`config.mk`:
```
export PLATFORM = sky130hd
export DESIGN_NAME = sdf_ms_collector_flat
export DESIGN_NICKNAME = d
export VERILOG_FILES = /design/src/rtl/sdf_ms_collector_if.sv /design/src/rtl/sdf_ms_collector.sv /design/src/flat_wrapper.sv
export SDC_FILE = /design/constraint.sdc
export NUM_CORES = 1
export LEC_CHECK = 0
export BUFFER_PORTS_ARGS = -buffer_cell sky130_fd_sc_hd__buf_2
export CAP_MARGIN = 20
export CORE_UTILIZATION = 45
export CTS_CLUSTER_DIAMETER = 150
export DETAILED_ROUTE_END_ITERATION = 12
export GPL_TIMING_DRIVEN = 0
export MAX_ROUTING_LAYER = met4
export PLACE_DENSITY_LB_ADDON = 0.08
export SETUP_SLACK_MARGIN = 0.15
export SLEW_MARGIN = 20
export SYNTH_ARGS = -nofsm -noshare
export SYNTH_HDL_FRONTEND = slang
export SYNTH_SLANG_ARGS = --single-unit
```
`constraint.sdc`:
```
create_clock -name i_ck -period 2.5 [get_ports i_ck]
set_clock_uncertainty 0.15 [all_clocks]
set_input_delay 0.5 -clock i_ck [delete_from_list [all_inputs] [get_ports i_ck]]
set_output_delay 0.5 -clock i_ck [all_outputs]
set_load 0.05 [all_outputs]
```
`src/rtl/sdf_ms_collector_if.sv`:
```
// ----------------------------------------------------------------------------
// sdf_ms_collector_if
//
// Purpose:
//   Bundles the multi-lane producer side and the single-stream consumer side
//   of the SDF multi-stream collector.
//
// Signals:
//   in_wr    [FLUX]        per-lane write strobe, bit i writes lane i
//   in_data  [FLUX*WIDTH]  lane i token on bits [i*WIDTH +: WIDTH]
//   in_full  [FLUX]        bit i high while lane i holds DEPTH tokens
//   out_wr                 registered write strobe towards the consumer
//   out_data [WIDTH]       registered token, valid while out_wr=1
//   out_full               consumer cannot accept, sampled at the clock edge
//
// Modports:
//   master - the environment (producers and consumer)
//   slave  - the collector itself
// ----------------------------------------------------------------------------
interface sdf_ms_collector_if #(
    parameter int WIDTH = 8,
    parameter int FLUX  = 2
);
    logic [FLUX-1:0]       in_wr;
    logic [FLUX*WIDTH-1:0] in_data;
    logic [FLUX-1:0]       in_full;
    logic                  out_wr;
    logic [WIDTH-1:0]      out_data;
    logic                  out_full;

    modport master (
        output in_wr,
        output in_data,
        output out_full,
        input  in_full,
        input  out_wr,
        input  out_data
    );

    modport slave (
        input  in_wr,
        input  in_data,
        input  out_full,
        output in_full,
        output out_wr,
        output out_data
    );
endinterface

```
`src/rtl/sdf_ms_collector.sv`:
```
// ----------------------------------------------------------------------------
// sdf_ms_collector
//
// Purpose:
//   Output-side counterpart of the multi-stream FIFO in front of SDF actors.
//   FLUX independent producer lanes are buffered separately, then drained in
//   strict round-robin order (lane 0, 1, ..., FLUX-1, 0, ...) onto a single
//   write/full stream, restoring a token sequence that was split over lanes.
//   The sequencer never skips an empty lane: it waits on it.
//
// Parameters:
//   WIDTH  token width in bits
//   FLUX   number of input lanes (>= 2)
//   DEPTH  per-lane buffer depth in tokens (power of 2, >= 2)
//
// Ports:
//   i_ck       clock, all state updates on the rising edge
//   i_rst      asynchronous reset, active low
//   bus        sdf_ms_collector_if.slave (lane inputs, serial output)
//   o_tok_cnt  (optional) 16-bit wrapping count of emitted tokens
//   o_ovf      (optional) sticky per-lane flag: write attempted while full
//
// Configuration:
//   SDF_MS_COLLECT_STATS_EN  when defined, adds o_tok_cnt / o_ovf and their
//                            registers; otherwise they do not exist.
// ----------------------------------------------------------------------------
module sdf_ms_collector #(
    parameter int WIDTH = 8,
    parameter int FLUX  = 2,
    parameter int DEPTH = 16
) (
    input  logic                 i_ck,
    input  logic                 i_rst,
    sdf_ms_collector_if.slave    bus
`ifdef SDF_MS_COLLECT_STATS_EN
    ,
    output logic [15:0]          o_tok_cnt,
    output logic [FLUX-1:0]      o_ovf
`endif
);

    localparam int AW = $clog2(DEPTH);
    localparam int SW = (FLUX > 1) ? $clog2(FLUX) : 1;
    localparam logic [SW-1:0] SEL_LAST = SW'(FLUX - 1);

    // Per-lane status and read ports, gathered from the lane generate blocks
    logic [FLUX-1:0]  w_empty;
    logic [FLUX-1:0]  w_full;
    logic [FLUX-1:0]  w_pop;
    logic [WIDTH-1:0] w_rd_data [FLUX];

    // Sequencer state and output registers
    logic [SW-1:0]    r_sel;
    logic [SW-1:0]    w_sel_next;
    logic             w_emit;
    logic             r_out_wr;
    logic [WIDTH-1:0] r_out_data;

    // ------------------------------------------------------------------------
    // Lane buffers: one circular RAM per lane with wrap-bit pointers, so that
    // full and empty are distinguishable without an occupancy counter.
    // ------------------------------------------------------------------------
    generate
        for (genvar gi = 0; gi < FLUX; gi++) begin : g_lane
            logic [WIDTH-1:0] r_mem [DEPTH];
            logic [AW:0]      r_wp;
            logic [AW:0]      r_rp;
            logic             w_wr_ok;

            assign w_empty[gi] = (r_wp == r_rp);
            assign w_full[gi]  = (r_wp[AW] != r_rp[AW]) &&
                                 (r_wp[AW-1:0] == r_rp[AW-1:0]);

            // A write is judged against the full flag before this edge, so a
            // pop on a full lane does not make room for a same-edge write.
            assign w_wr_ok = bus.in_wr[gi] && !w_full[gi];

            // Only the currently selected lane can be popped
            assign w_pop[gi] = w_emit && (r_sel == SW'(gi));

            assign w_rd_data[gi] = r_mem[r_rp[AW-1:0]];

            // Storage carries no reset: stale contents are unreachable once
            // the pointers are cleared.
            always_ff @(posedge i_ck) begin
                if (w_wr_ok) begin
                    r_mem[r_wp[AW-1:0]] <= bus.in_data[gi*WIDTH +: WIDTH];
                end
            end

            always_ff @(posedge i_ck or negedge i_rst) begin
                if (!i_rst) begin
                    r_wp <= '0;
                    r_rp <= '0;
                end else begin
                    if (w_wr_ok) begin
                        r_wp <= r_wp + (AW+1)'(1);
                    end
                    if (w_pop[gi]) begin
                        r_rp <= r_rp + (AW+1)'(1);
                    end
                end
            end
        end
    endgenerate

    // ------------------------------------------------------------------------
    // Round-robin sequencer, next-state logic.
    // A token is emitted only when the consumer is ready and the selected lane
    // already held data before this edge; there is no write-through bypass.
    // ------------------------------------------------------------------------
    always_comb begin
        w_emit     = 1'b0;
        w_sel_next = r_sel;
        if (!bus.out_full && !w_empty[r_sel]) begin
            w_emit = 1'b1;
            if (r_sel == SEL_LAST) begin
                w_sel_next = '0;
            end else begin
                w_sel_next = r_sel + SW'(1);
            end
        end
    end

    // Sequencer state register and registered output stage
    always_ff @(posedge i_ck or negedge i_rst) begin
        if (!i_rst) begin
            r_sel      <= '0;
            r_out_wr   <= 1'b0;
            r_out_data <= '0;
        end else begin
            r_sel    <= w_sel_next;
            r_out_wr <= w_emit;
            // out_data holds its last value during stalls
            if (w_emit) begin
                r_out_data <= w_rd_data[r_sel];
            end
        end
    end

    assign bus.in_full  = w_full;
    assign bus.out_wr   = r_out_wr;
    assign bus.out_data = r_out_data;

`ifdef SDF_MS_COLLECT_STATS_EN
    // ------------------------------------------------------------------------
    // Statistics: emitted-token counter (wraps) and sticky overflow flags.
    // ------------------------------------------------------------------------
    logic [15:0]     r_tok_cnt;
    logic [FLUX-1:0] r_ovf;

    always_ff @(posedge i_ck or negedge i_rst) begin
        if (!i_rst) begin
            r_tok_cnt <= '0;
            r_ovf     <= '0;
        end else begin
            if (w_emit) begin
                r_tok_cnt <= r_tok_cnt + 16'd1;
            end
            r_ovf <= r_ovf | (bus.in_wr & w_full);
        end
    end

    assign o_tok_cnt = r_tok_cnt;
    assign o_ovf     = r_ovf;
`endif

endmodule

```
`src/flat_wrapper.sv`:
```
// flat-port wrapper written by rule: the top's interface ports become plain ports
module sdf_ms_collector_flat 
#(
    parameter int WIDTH = 8,
    parameter int FLUX  = 2,
    parameter int DEPTH = 16
)
  (i_ck, i_rst, bus_in_wr, bus_in_data, bus_out_full, bus_in_full, bus_out_wr, bus_out_data);
  sdf_ms_collector_if #(.WIDTH(WIDTH), .FLUX(FLUX)) bus_i ();
  input  logic i_ck;
  input  logic i_rst;
  input wire logic [$bits(bus_i.in_wr)-1:0] bus_in_wr;
  input wire logic [$bits(bus_i.in_data)-1:0] bus_in_data;
  input wire logic [$bits(bus_i.out_full)-1:0] bus_out_full;
  output wire logic [$bits(bus_i.in_full)-1:0] bus_in_full;
  output wire logic [$bits(bus_i.out_wr)-1:0] bus_out_wr;
  output wire logic [$bits(bus_i.out_data)-1:0] bus_out_data;
  assign bus_i.in_wr = bus_in_wr;
  assign bus_i.in_data = bus_in_data;
  assign bus_i.out_full = bus_out_full;
  assign bus_in_full = bus_i.in_full;
  assign bus_out_wr = bus_i.out_wr;
  assign bus_out_data = bus_i.out_data;
  sdf_ms_collector #(.WIDTH(WIDTH), .FLUX(FLUX), .DEPTH(DEPTH)) u_core (.i_ck(i_ck), .i_rst(i_rst), .bus(bus_i));
endmodule
```
Word level (Yosys, flattened, before mapping):

Memories as Yosys holds them, arrays and structs flattened.
Index checks and enable logic that the tools add are counted.

* memory bits (read-only): 0
* output and inout port bits: 11
* flip-flop bits (word level): 30
* bits in writable memories: 256
* bits of input ports: 21
* memories: 2
* latch bits: 0

Memories
* u_core.g_lane[0].r_mem: words 16, width 8, read ports 1, clocked after memory_dff 0, write ports 1, line sdf_ms_collector.sv:65 `logic [WIDTH-1:0] r_mem [DEPTH];`
* u_core.g_lane[1].r_mem: words 16, width 8, read ports 1, clocked after memory_dff 0, write ports 1, line sdf_ms_collector.sv:65

* bitwise logic cells: 2
* add/subtract/negate cells: 5
* eq/ne operators: 6
* mux-type cells: 11
* reductions and logical operators: 11
* div/mod/pow operators: 0
* shift-type cells: 0
* order comparisons: 2
* multiply operators: 0

Operators with widths (count)
* $mux 8: 3
* $add 5x1->5 const B: 4
* $eq 5x5->1: 2
* $eq 4x4->1: 2
* $mux 1: 8
* $logic_and 1x1->1: 7
* $logic_not 1->1: 4
* $ge 2x2->1 const B: 1
* $lt 1x2->1 const B: 1
* $ne 1x1->1: 2
* $not 1->2: 1
* $add 1x1->1 const B: 1
* $not 1->1: 1

Depth between registers and ports, before layout:

* depth in word-level cells: 7
* depth in mapped cells: 7
* depth with buffers taken out: 5

Worst setup path after synthesis:

Ideal clock, no wire load.

* kind: register -> register
* from: register u_core.g_lane[0].r_rp[0]
* to: memory u_core.g_lane[0].r_mem[0][0], enable pin
* arrival: 2.455 ns
* stages on the path, launching flop included: 7
* data required time: 1.952 ns
* path buffers: 1
* setup slack: -0.503 ns
* setup time: 0.398 ns
* cells stage by stage: dfrtp_1 -> buf_4 -> xor2_1 -> nor4_4 -> and2_1 -> nand2b_1 -> nor4b_1

* word-level cells in the longest chain between the ends: 6

RTL lines
* start, declared: line sdf_ms_collector.sv:67 `logic [AW:0] r_rp;`
* start signal, assigned: line sdf_ms_collector.sv:100 `r_rp <= r_rp + (AW+1)'(1);`
* $eq 4x4->1: line sdf_ms_collector.sv:72 `(r_wp[AW-1:0] == r_rp[AW-1:0]);`
* $logic_and 1x1->1: line sdf_ms_collector.sv:71 `assign w_full[gi] = (r_wp[AW] != r_rp[AW]) &&`
* named net bus_in_full[0]: line flat_wrapper.sv:15 `output wire logic [$bits(bus_i.in_full)-1:0] bus_in_full;`
* $logic_not 1->1: line sdf_ms_collector.sv:76 `assign w_wr_ok = bus.in_wr[gi] && !w_full[gi];`
* $logic_and 1x1->1: line sdf_ms_collector.sv:76
* $mux 1: line sdf_ms_collector.sv:86 `if (w_wr_ok) begin`
* $mux 1 (not written as such): line sdf_ms_collector.sv:87 `r_mem[r_wp[AW-1:0]] <= bus.in_data[gi*WIDTH +: WIDTH];`
* end, declared: line sdf_ms_collector.sv:65

The timed path passes the listed nets, and every way through them passes these cells.

Worst setup path in the final report:

* from: register u_core.g_lane[0].r_rp[2]
* to: output port bus_in_full[0]

* word-level cells in the longest chain between the ends: 2

RTL lines (line)
* $eq 4x4->1: sdf_ms_collector.sv:72
* $logic_and 1x1->1: sdf_ms_collector.sv:71
* end, declared: flat_wrapper.sv:15

Every way passes these cells.

==> impl_metrics.ini <==
[floorplanning]
core_area_um2 = 25100
fp-row-count = 58
design.die.area_um2 = 26200
io-pin-count = 32
die_y_um = 162
start_util_pct = 45.8
die_x_um = 162

[finish]
diodes = 0
final_nets = 718
n_fill_cell = 1927
area_growth_pct = 24.8
instances_no_fill = 1039
drive_gt1_share_pct = 41.9
fin_area_um2 = 14400
final_common_cell = edfxtp_1
post-route-util_pct = 57.2
layout_common_cells = edfxtp_1 (256), mux4_2 (59), buf_4 (34), clkbuf_16 (31), buf_2 (30)

[synthesis]
syn-instance-count = 571
synthSimpleGateAreaFrac_pct = 4.17
synth_area_um2 = 11500
synth_compound_area_share_pct = 3.79
synthAdderAreaFrac_pct = 1.09
ys_ff_latch = 286
ys_seq_area_share_pct = 73.3
synth_xor_area_share_pct = 2.05
syn-num-nets = 602
muxShareOfSynthArea_pct = 13.5
syn_avg_cell_area_um2 = 20.2
synth_cell_type_count = 41
synth_top_family_by_area = multiplexers
yosysWarningCount = 0

[power_and_ir_drop]
p_clk_share_pct = 25.7
combPwrFrac_pct = 38.9
p_leak_nw = 4.89
switching_share_pct = 32.6
p_int_mw = 11.9
irDropWorstVdd_mv = 0.717
power_frac_seq_pct = 35.5
power.switching_mw = 5.76
powerDensity_nw_per_um2 = 1230

[sta]
finalSetupViolCount = 1
worst_slew_pin_slew_ns = 0.923
min_period_ns = 2.56
finalHoldViolCount = 0
setup_ws_ns = -0.0626
slew_viol_final = 0
max_clock_freq_ghz = 0.390
fin_crit_sh_pct = 103
setup_tns_ns = -0.0626
slew-limit-headroom_pct = 38.5
grt_setup_unrepaired = yes

[worst_setup_path]
arrival_ns = 1.91
worst-endpoint-required_ns = 1.85
worstPathMaxFanout = 4
start_kind = flop
crit_type = flop to primary output
worstRegToRegCells = 8
r2r_slack_ns = 0.16
cp-end-kind = primary output

[placement]
post_dp_cell_area_um2 = 12200
placed_cells = 932
port_buffers = 31
hpwlAfterDp_um = 16200
gp_congestion = 0.793

[grt]
overflow = 0
grt_pass1_wl_um = 38000
grt_pass1_vias = 5998
grt_max_degree = 31
antenna_found_initial = 0
grt_usage_pct = 20.7

[worst_hold_path]
min_path_type = primary input to flop
hold_path_depth = 4

[routing]
first_pass_iters = 4
routedWlPerCell_um = 24.6
route.met3.wl_um = 979
top_layer = met4
met2_length_um = 12300
drtIter0Drc = 343
drc = 0
vias_per_cell = 5.62
m1WireLength_um = 11800
vias = 5843
drtAntennaViolNets = 0
routed_wirelength_um = 25600

[clocking]
cts_made_buffers = 29
cts_tree = done
clock_latency_ns = 0.55
cts_buffer_depth = 3
cts_max_level = 1
cts_root_buf = clkbuf_16
clock_sinks = 286
path_clk_slew_ns = 0.06

[run]
maxCapViolations = 0

[outcome]
violations = negative setup slack
run_status = complete, but fails checks
## stage by stage
stage | hold WS, ns | setup WS [ns] | total power [mW]
global route | 0.209 | -0.116 | 18.4
detailed placement | 0.338 | -0.357 | 11.4
global placement | 0.328 | -0.743 | 11.3
floorplan | 0.0544 | -0.0534 | 9.93
CTS | 0.179 | -0.108 | 16.9
finish | 0.198 | -0.0626 | 17.7
## power groups by stage
stage	sequential (mW)	combinational (mW)	clock, mW
finish	6.26	6.86	4.53
floorplan	6.44	3.50	0
CTS	6.23	6.06	4.60
global placement	6.28	5.04	0
global route	6.32	7.28	4.78
detailed placement	6.31	5.12	0
## cell usage after synthesis (all sizes together)
cell | instances | area, µm²
edfxtp | 256 | 7690
mux4 | 64 | 1470
dfrtp | 30 | 751
buf | 22 | 156
xnor2 | 19 | 166
a21oi | 17 | 85.1
a22oi | 16 | 120
and2 | 12 | 75.1
nand2 | 11 | 41.3
a211oi | 10 | 95.1
clkbuf | 10 | 42.5
ha | 10 | 125
nor2b | 10 | 62.6
inv | 9 | 33.8
nor3b | 9 | 67.6
a221o | 8 | 80.1
mux2i | 8 | 80.1
nor4b | 8 | 70.1
xor2 | 8 | 70.1
nand4 | 7 | 43.8
and3 | 6 | 37.5
nor2 | 6 | 22.5
o21ai | 3 | 15.0
a21boi | 2 | 22.5
nand3 | 2 | 10.0
a211o | 1 | 8.76
a311o | 1 | 10.0
and3b | 1 | 8.76
and4 | 1 | 8.76
mux2 | 1 | 11.3
nand2b | 1 | 6.26
nor3 | 1 | 5.00
nor4 | 1 | 21.3
## worst max-delay path, cell delays in order, from the launching register on
cell     delay (ns)
dfrtp_1        0.37
buf_6          0.13
xor2_2         0.18
nor4_4         0.35
and2_4         0.21
buf_8          0.14
## path summary, 6_finish.rpt
check / startpoint / to
setup / recovery: u_core.g_lane[0].r_rp[2] / bus_in_full[0]
hold / removal: bus_out_full / u_core.r_sel
setup reg to reg: u_core.g_lane[1].r_rp[0] / u_core.bus.out_data[5]
hold reg to reg: u_core.bus.out_data[1] / u_core.bus.out_data[1]
max in group asynchronous: i_rst / u_core.g_lane[0].r_wp[3]
min in group asynchronous: i_rst / u_core.g_lane[1].r_wp[0]
## area by class of cell
cell class / instances / area (µm²) / area share (%)
multi-input cells: 244 / 3380 / 23.5
plain buffers: 32 / 294 / 2.05
flip-flops and latches: 286 / 8440 / 58.8
repair buffers: 85 / 802 / 5.58
clock buffers: 33 / 741 / 5.16
clock inverters: 20 / 258 / 1.79
inverters: 9 / 37.5 / 0.261
well taps: 330 / 413 / 2.87
## timing repair
action | in CTS | in global routing
hold endpoints to repair | 30 | 0
hold buffers | 1 | 0
resized for setup | 80 | 59
endpoints found under the setup margin | 265 | 266
pin swaps | 22 | 29
gates cloned | 0 | 2
setup buffers | 27 | 24
## routing by layer
layer | vias to the layer above | track usage (%)
li1 | 2568 | -
met1 | 3123 | 29.9
met2 | 115 | 31.3
met3 | 37 | 2.73
met4 | 0 | 4.97
met5 | - | -
## flip-flops by register name, indices dropped and copies added, names as in the netlist
name	flops
u_core.g_lane.r_mem	256
u_core.g_lane.r_wp	10
u_core.bus.out_wr	1
u_core.bus.out_data	8
u_core.r_sel	1
u_core.g_lane.r_rp	10
## cells by family (layout without fill, tap and decap cells)
family,count (synthesis),count (layout)
flip-flops,286,286
multiplexers,73,73
AO/OA/AOI/OAI,58,58
buffers and inverters,41,179
AND/OR/NAND/NOR,76,76
XOR/XNOR,27,27
adder cells (fa/ha/maj),10,10
(Power assumes the default switching activity.)
